$ cat src/rtl/pc_fetch_pkg.sv
// Shared CPU constants: fetch FSM encodings, reset PC, NOP word and the
// opcode/select values consumed by the next-PC unit.
package pc_fetch_pkg;

  // Fetch FSM state encodings
  localparam logic [1:0] ST_REQ   = 2'd0;
  localparam logic [1:0] ST_WAIT  = 2'd1;
  localparam logic [1:0] ST_VALID = 2'd2;
  localparam logic [1:0] ST_HALT  = 2'd3;

  // Architectural constants
  localparam logic [31:0] RESET_PC_DEFAULT = 32'h0000_0000;
  localparam logic [31:0] NOP_INST         = 32'h0000_0013;  // addi x0, x0, 0

  // Next-PC unit opcode constants (RV32I major opcodes that redirect the PC)
  localparam logic [6:0] OPC_BRANCH = 7'b110_0011;
  localparam logic [6:0] OPC_JALR   = 7'b110_0111;
  localparam logic [6:0] OPC_JAL    = 7'b110_1111;

  // Next-PC source selection used by the next-PC unit
  typedef enum logic [1:0] {
    NPC_SEQ    = 2'd0,
    NPC_BRANCH = 2'd1,
    NPC_JAL    = 2'd2,
    NPC_JALR   = 2'd3
  } npc_sel_e;

  // A fetch target is legal only on a 4-byte boundary
  function automatic logic pc_aligned(input logic [31:0] addr);
    return (addr[1:0] == 2'b00);
  endfunction

endpackage

$ cat src/rtl/pc_fetch.sv
// Instruction fetch stage: owns the PC register, issues one instruction
// memory request per instruction, captures the returned word and presents
// it downstream. A misaligned next PC halts the stage until reset.
//
// Handshake semantics (both interfaces): a transfer happens in a cycle where
// valid and ready are both high at the rising edge. Once valid is raised the
// payload (imem_addr / inst, pc) stays stable until the transfer completes.
// imem_rsp_valid has no ready: a response is taken only while in WAIT and is
// dropped in any other state.
module pc_fetch
  import pc_fetch_pkg::*;
#(
  parameter logic [31:0] RESET_PC = RESET_PC_DEFAULT
) (
  input  logic        clk,
  input  logic        rst,
  input  logic [31:0] npc,
  output logic [31:0] pc,
  output logic        imem_req_valid,
  input  logic        imem_req_ready,
  output logic [31:0] imem_addr,
  input  logic        imem_rsp_valid,
  input  logic [31:0] imem_rdata,
  output logic [31:0] inst,
  output logic        inst_valid,
  input  logic        inst_ready,
  output logic        misalign,
  output logic [31:0] fetch_count,
  output logic [1:0]  dbg_state
);

  logic [1:0]  state_q,       state_d;
  logic [31:0] pc_q,          pc_d;
  logic [31:0] inst_q,        inst_d;
  logic        misalign_q,    misalign_d;
  logic [31:0] fetch_count_q, fetch_count_d;

  // Next-state logic: FSM transitions plus PC, instruction and counter updates
  always_comb begin
    state_d       = state_q;
    pc_d          = pc_q;
    inst_d        = inst_q;
    misalign_d    = misalign_q;
    fetch_count_d = fetch_count_q;
    case (state_q)
      ST_REQ: begin
        // Responses arriving here are stale (e.g. from before a reset)
        if (imem_req_ready) begin
          state_d = ST_WAIT;
        end
      end
      ST_WAIT: begin
        if (imem_rsp_valid) begin
          inst_d  = imem_rdata;
          state_d = ST_VALID;
        end
      end
      ST_VALID: begin
        // npc is only looked at on the retiring handshake
        if (inst_ready) begin
          fetch_count_d = fetch_count_q + 32'd1;
          if (pc_aligned(npc)) begin
            pc_d    = npc;
            state_d = ST_REQ;
          end else begin
            misalign_d = 1'b1;
            state_d    = ST_HALT;
          end
        end
      end
      default: begin
        // ST_HALT: everything holds until reset
      end
    endcase
  end

  // State registers with synchronous active-high reset
  always_ff @(posedge clk) begin
    if (rst) begin
      state_q       <= ST_REQ;
      pc_q          <= RESET_PC;
      inst_q        <= NOP_INST;
      misalign_q    <= 1'b0;
      fetch_count_q <= 32'd0;
    end else begin
      state_q       <= state_d;
      pc_q          <= pc_d;
      inst_q        <= inst_d;
      misalign_q    <= misalign_d;
      fetch_count_q <= fetch_count_d;
    end
  end

  // Request is masked during reset so it first rises the cycle after release
  assign imem_req_valid = (state_q == ST_REQ) && !rst;
  assign imem_addr      = pc_q;
  assign inst_valid     = (state_q == ST_VALID);
  assign pc             = pc_q;
  assign inst           = inst_q;
  assign misalign       = misalign_q;
  assign fetch_count    = fetch_count_q;
  assign dbg_state      = state_q;

endmodule

$ cat config.mk
export PLATFORM = sky130hd
export DESIGN_NAME = pc_fetch
export DESIGN_NICKNAME = d
export VERILOG_FILES = /design/src/rtl/pc_fetch_pkg.sv /design/src/rtl/pc_fetch.sv
export SDC_FILE = /design/constraint.sdc
export NUM_CORES = 1
export LEC_CHECK = 0
export ABC_AREA = 1
export CORE_MARGIN = 4
export CORE_UTILIZATION = 38
export CTS_CLUSTER_SIZE = 40
export DETAILED_ROUTE_END_ITERATION = 16
export GPL_TIMING_DRIVEN = 0
export PLACE_DENSITY_LB_ADDON = 0.2
export SYNTH_ARGS = -nofsm -noshare
export SYNTH_HDL_FRONTEND = slang
export SYNTH_SLANG_ARGS = --single-unit
$ cat constraint.sdc
create_clock -name clk -period 1.3 [get_ports clk]
set_input_delay 0.26 -clock clk [delete_from_list [all_inputs] [get_ports clk]]
set_output_delay 0.26 -clock clk [all_outputs]
set_load 0.02 [all_outputs]
==> summary.txt <==
Logic synthesis
  • Fraction of the mapped netlist area in adder cells: 1.404%
  • Mean Syn Cell Area: 7.268 µm²
  • Warnings from Yosys: 0
  • Fraction of the mapped netlist area in simple logic gates: 30.75%
  • Share of Yosys cell area claimed by the top area cell type: 44.48%
  • Cells after synthesis: 613
  • Proportion of synthesized area in mux cells: 0%
  • Count of flip-flops with a built-in enable after synthesis: 0
  • Sequential-to-total area share from yosys stat: 44.48%
  • Flip-flop and latch count after synthesis: 99
  • Share of async-settable or async-resettable flops after synthesis: 0%
  • Post-Syn Area: 4456 µm²
  • Post-synth cell types: 31
  • Share of the synthesized netlist area taken by xor and xnor gates: 0.5897%
  • Primary flip-flop cell chosen by synthesis mapping: dfxtp_1
  • Largest family of logic cells by synthesized area: simple AND/OR/NAND/NOR gates
  • Cell type contributing the most total cell area after synthesis: dfxtp_1
  • Leading cell types by total area after synthesis: dfxtp_1 44%, nor2_1 14%, o21ai_0 6.4%
  • Compound-cell area share of the yosys netlist: 10.47%
  • Nets in the synthesized netlist: 687

Setup path
  • Critical path peak fanout: 7
  • Setup slack, reg-to-reg: -180 ps
  • Category of the worst setup path capture point: register
  • Worst setup path category: register to register
  • Crit-path cells: inv_4, ha_4, nand2_8, inv_8, nand2_8, inv_12, buf_12, buf_16, nor2_1, nor2_1
  • Required time worst endpoint: 1540 ps
  • Critical path arrival: 1710 ps
  • Highest-delay cell along the critical path: dfxtp_4
  • Largest delay contributor family on the critical path: buffers and inverters
  • Stage delay of the slowest cell on the critical path: 370 ps
  • Buffers & Inverters on Critical Path: 5
  • Nature of the critical path startpoint: register

Timing
  • Min cycle time layout: 1479 ps
  • Tcrit/Tclk final: 113.8%
  • Number of failing setup endpoints in the final timing report: 62
  • Maximum operating frequency: 676.0 MHz
  • Slack of the critical path: -179.4 ps
  • Final setup skew: 11.12 ps
  • Final max-slew violation count: 0
  • Number of hold violations in the final report: 0
  • Slew at the pin with the worst max-slew slack: 488.2 ps
  • Setup repair after global routing missed its margin: yes
  • Tightest slew margin relative to the limit: 67.33%
  • Final Hold Slack: 311.6 ps

Global routing
  • First-pass GRT wire length: 22,670 µm
  • GR Util All Layers: 20.98%
  • Number of antenna violations at the first check in global routing: 0
  • Vias in the first global route: 4,653
  • Maximum number of pins on one net before global-route repair: 18
  • Overflow left after global routing: 0

Clock tree
  • Number of buffers inserted for hold repair after clock tree synthesis: 0
  • TritonCTS clock tree: yes
  • CTS root buf: clkbuf_16
  • CTS Sinks: 99
  • Inserted Clock Buffers: 9
  • Maximum level of the CTS H-tree: 3
  • Insertion delay of the later-clocked pin in the worst-skew pair: 340 ps
  • Worst-path clk slew: 70 ps
  • Worst-case clock buffer depth: 2

Detailed routing
  • DRT Wirelength: 14,560 µm
  • Total via count in the routed design: 4,757
  • Number of iterations in the first detailed-routing pass: 6
  • Post-route antenna net violation count: 0
  • Mean number of vias per cell: 4.757
  • Drt wl/cell: 14.56 µm
  • DRC Markers: 0
  • Violation count after the first detailed-route iteration: 313

Placement
  • Detailed Place HPWL: 10,480 µm
  • Count of buffers inserted at the top-level ports: 201
  • GPL Wtd Cong: 0.8371

Floorplanning
  • Y dimension of the die: 116.3 µm
  • Area of the core: 11,470 µm²
  • Die width: 116.3 µm
  • I/O pins: 202
  • Number of standard-cell rows in the floorplan: 39
  • Die Footprint: 13,520 µm²
  • Effective utilization at floorplan: 38.85%

Power and ir drop
  • Static Leak: 3.319 nW
  • Worst IR Drop VDD: 0.6806 mV
  • Pwr per Cell Area: 985.6 nW/µm²

Finish
  • Area Growth Syn to Fin: 72.14%
  • Final Core Density: 66.88%
  • Ratio of cells with drive above 1 in the final layout: 40.61%
  • Number of inserted diodes: 0
  • Total Nets Final: 926

Flow run
  • Number of max-cap violations: 0

Min path
  • Type of the most critical hold path: primary input to register

Outcome
  • Outcome: complete, but fails checks
  • Failing checks: negative setup slack
-- stage by stage --
step           instances  setup WS, ps  instance area [µm²]  TNS [ps]  power (W)
5_1_grt             1000        -258.3                 7670    -10870   0.007882
3_5_place_dp         957        -860.6                 6746    -44880   0.004619
6_report            1000        -179.4                 7670     -6075   0.007559
2_1_floorplan        613        -68.97                 4556     -1441   0.003965
4_1_cts              994        -167.1                 7647     -5600   0.007539
3_3_place_gp         957        -855.2                 6746    -42790   0.004587
-- power breakdown --
part / internal [W] / leakage (nW) / switching (W)
sequential: 0.00318 / 0.827 / 0.0000915
combinational: 0.000651 / 2.34 / 0.000727
clock: 0.00170 / 0.148 / 0.00122
total: 0.00552 / 3.32 / 0.00203
-- layout make-up --
cell class	instances	area, µm²
clock buffers	9	225.2
fillers	899	3797
repair buffers	228	2011
plain buffers	54	503.0
multi-input cells	406	2367
well taps	143	178.9
flip-flops and latches	99	2056
clock inverters	7	100.1
inverters	54	229.0
-- placed cells by master (no fill, tap or decap), types with 18 or more instances in the layout --
| cell type | instances |
|---|---|
| nor2_1 | 152 |
| clkdlybuf4s50_1 | 67 |
| nand2_1 | 63 |
| dfxtp_1 | 54 |
| buf_4 | 49 |
| inv_1 | 45 |
| buf_2 | 43 |
| dfxtp_2 | 38 |
| clkdlybuf4s15_1 | 35 |
| o21ai_2 | 34 |
| clkbuf_2 | 30 |
| o21ai_1 | 21 |
| nor2_4 | 19 |
| clkdlybuf4s15_2 | 19 |
| o21ai_0 | 18 |
| a21oi_1 | 18 |
-- flip-flops by register name (all words and copies together) (netlist names) --
name         count
fetch_count     32
imem_addr       32
inst            32
dbg_state        2
misalign         1
-- cells by family (layout without fill, tap and decap cells) --
family,count (synthesis),after routing
AND/OR/NAND/NOR,305,305
buffers and inverters,108,352
flip-flops,99,99
AO/OA/AOI/OAI,93,93
adder cells (fa/ha/maj),5,5
XOR/XNOR,3,3
-- layer usage --
metal	vias up	share of wire (%)	track usage (%)
met5	-	0	0
met4	0	2.1	7.270
met3	25	8.8	5.285
met2	175	50	36.46
met1	2160	39	25.17
li1	2397	-	-
-- final timing paths --
kind,depth (start not counted),endpoint,startpoint
setup reg to reg,10,imem_addr[12]$_SDFFE_PP0P_,dbg_state[0]$_SDFFE_PP0P_
setup / recovery,10,imem_addr[12]$_SDFFE_PP0P_,dbg_state[0]$_SDFFE_PP0P_
hold / removal,2,fetch_count[7]$_SDFFE_PP0P_,rst
hold reg to reg,2,imem_addr[0]$_SDFFE_PP0P_,imem_addr[0]$_SDFFE_PP0P_
-- timing repair --
item | in CTS | in global routing
pin swaps | 23 | 14
setup buffers | 15 | 8
cloned | 6 | 0
gates resized for setup | 496 | 143
setup endpoints to repair | 225 | 184
hold endpoints to repair | 0 | 0
-- cell usage after synthesis, types with 4 or more instances --
master and n:
nor3_1 4, nor2_1 171, clkbuf_1 15, buf_4 32
nand2_1 69, a21oi_1 18, inv_1 51, o21ai_1 17
nand4_1 5, nor2_4 5, o21ai_0 57, nand2_2 4
nand3_1 26, dfxtp_1 99, buf_2 4, ha_1 5
nor2_2 9
(Power assumes the default switching activity.)
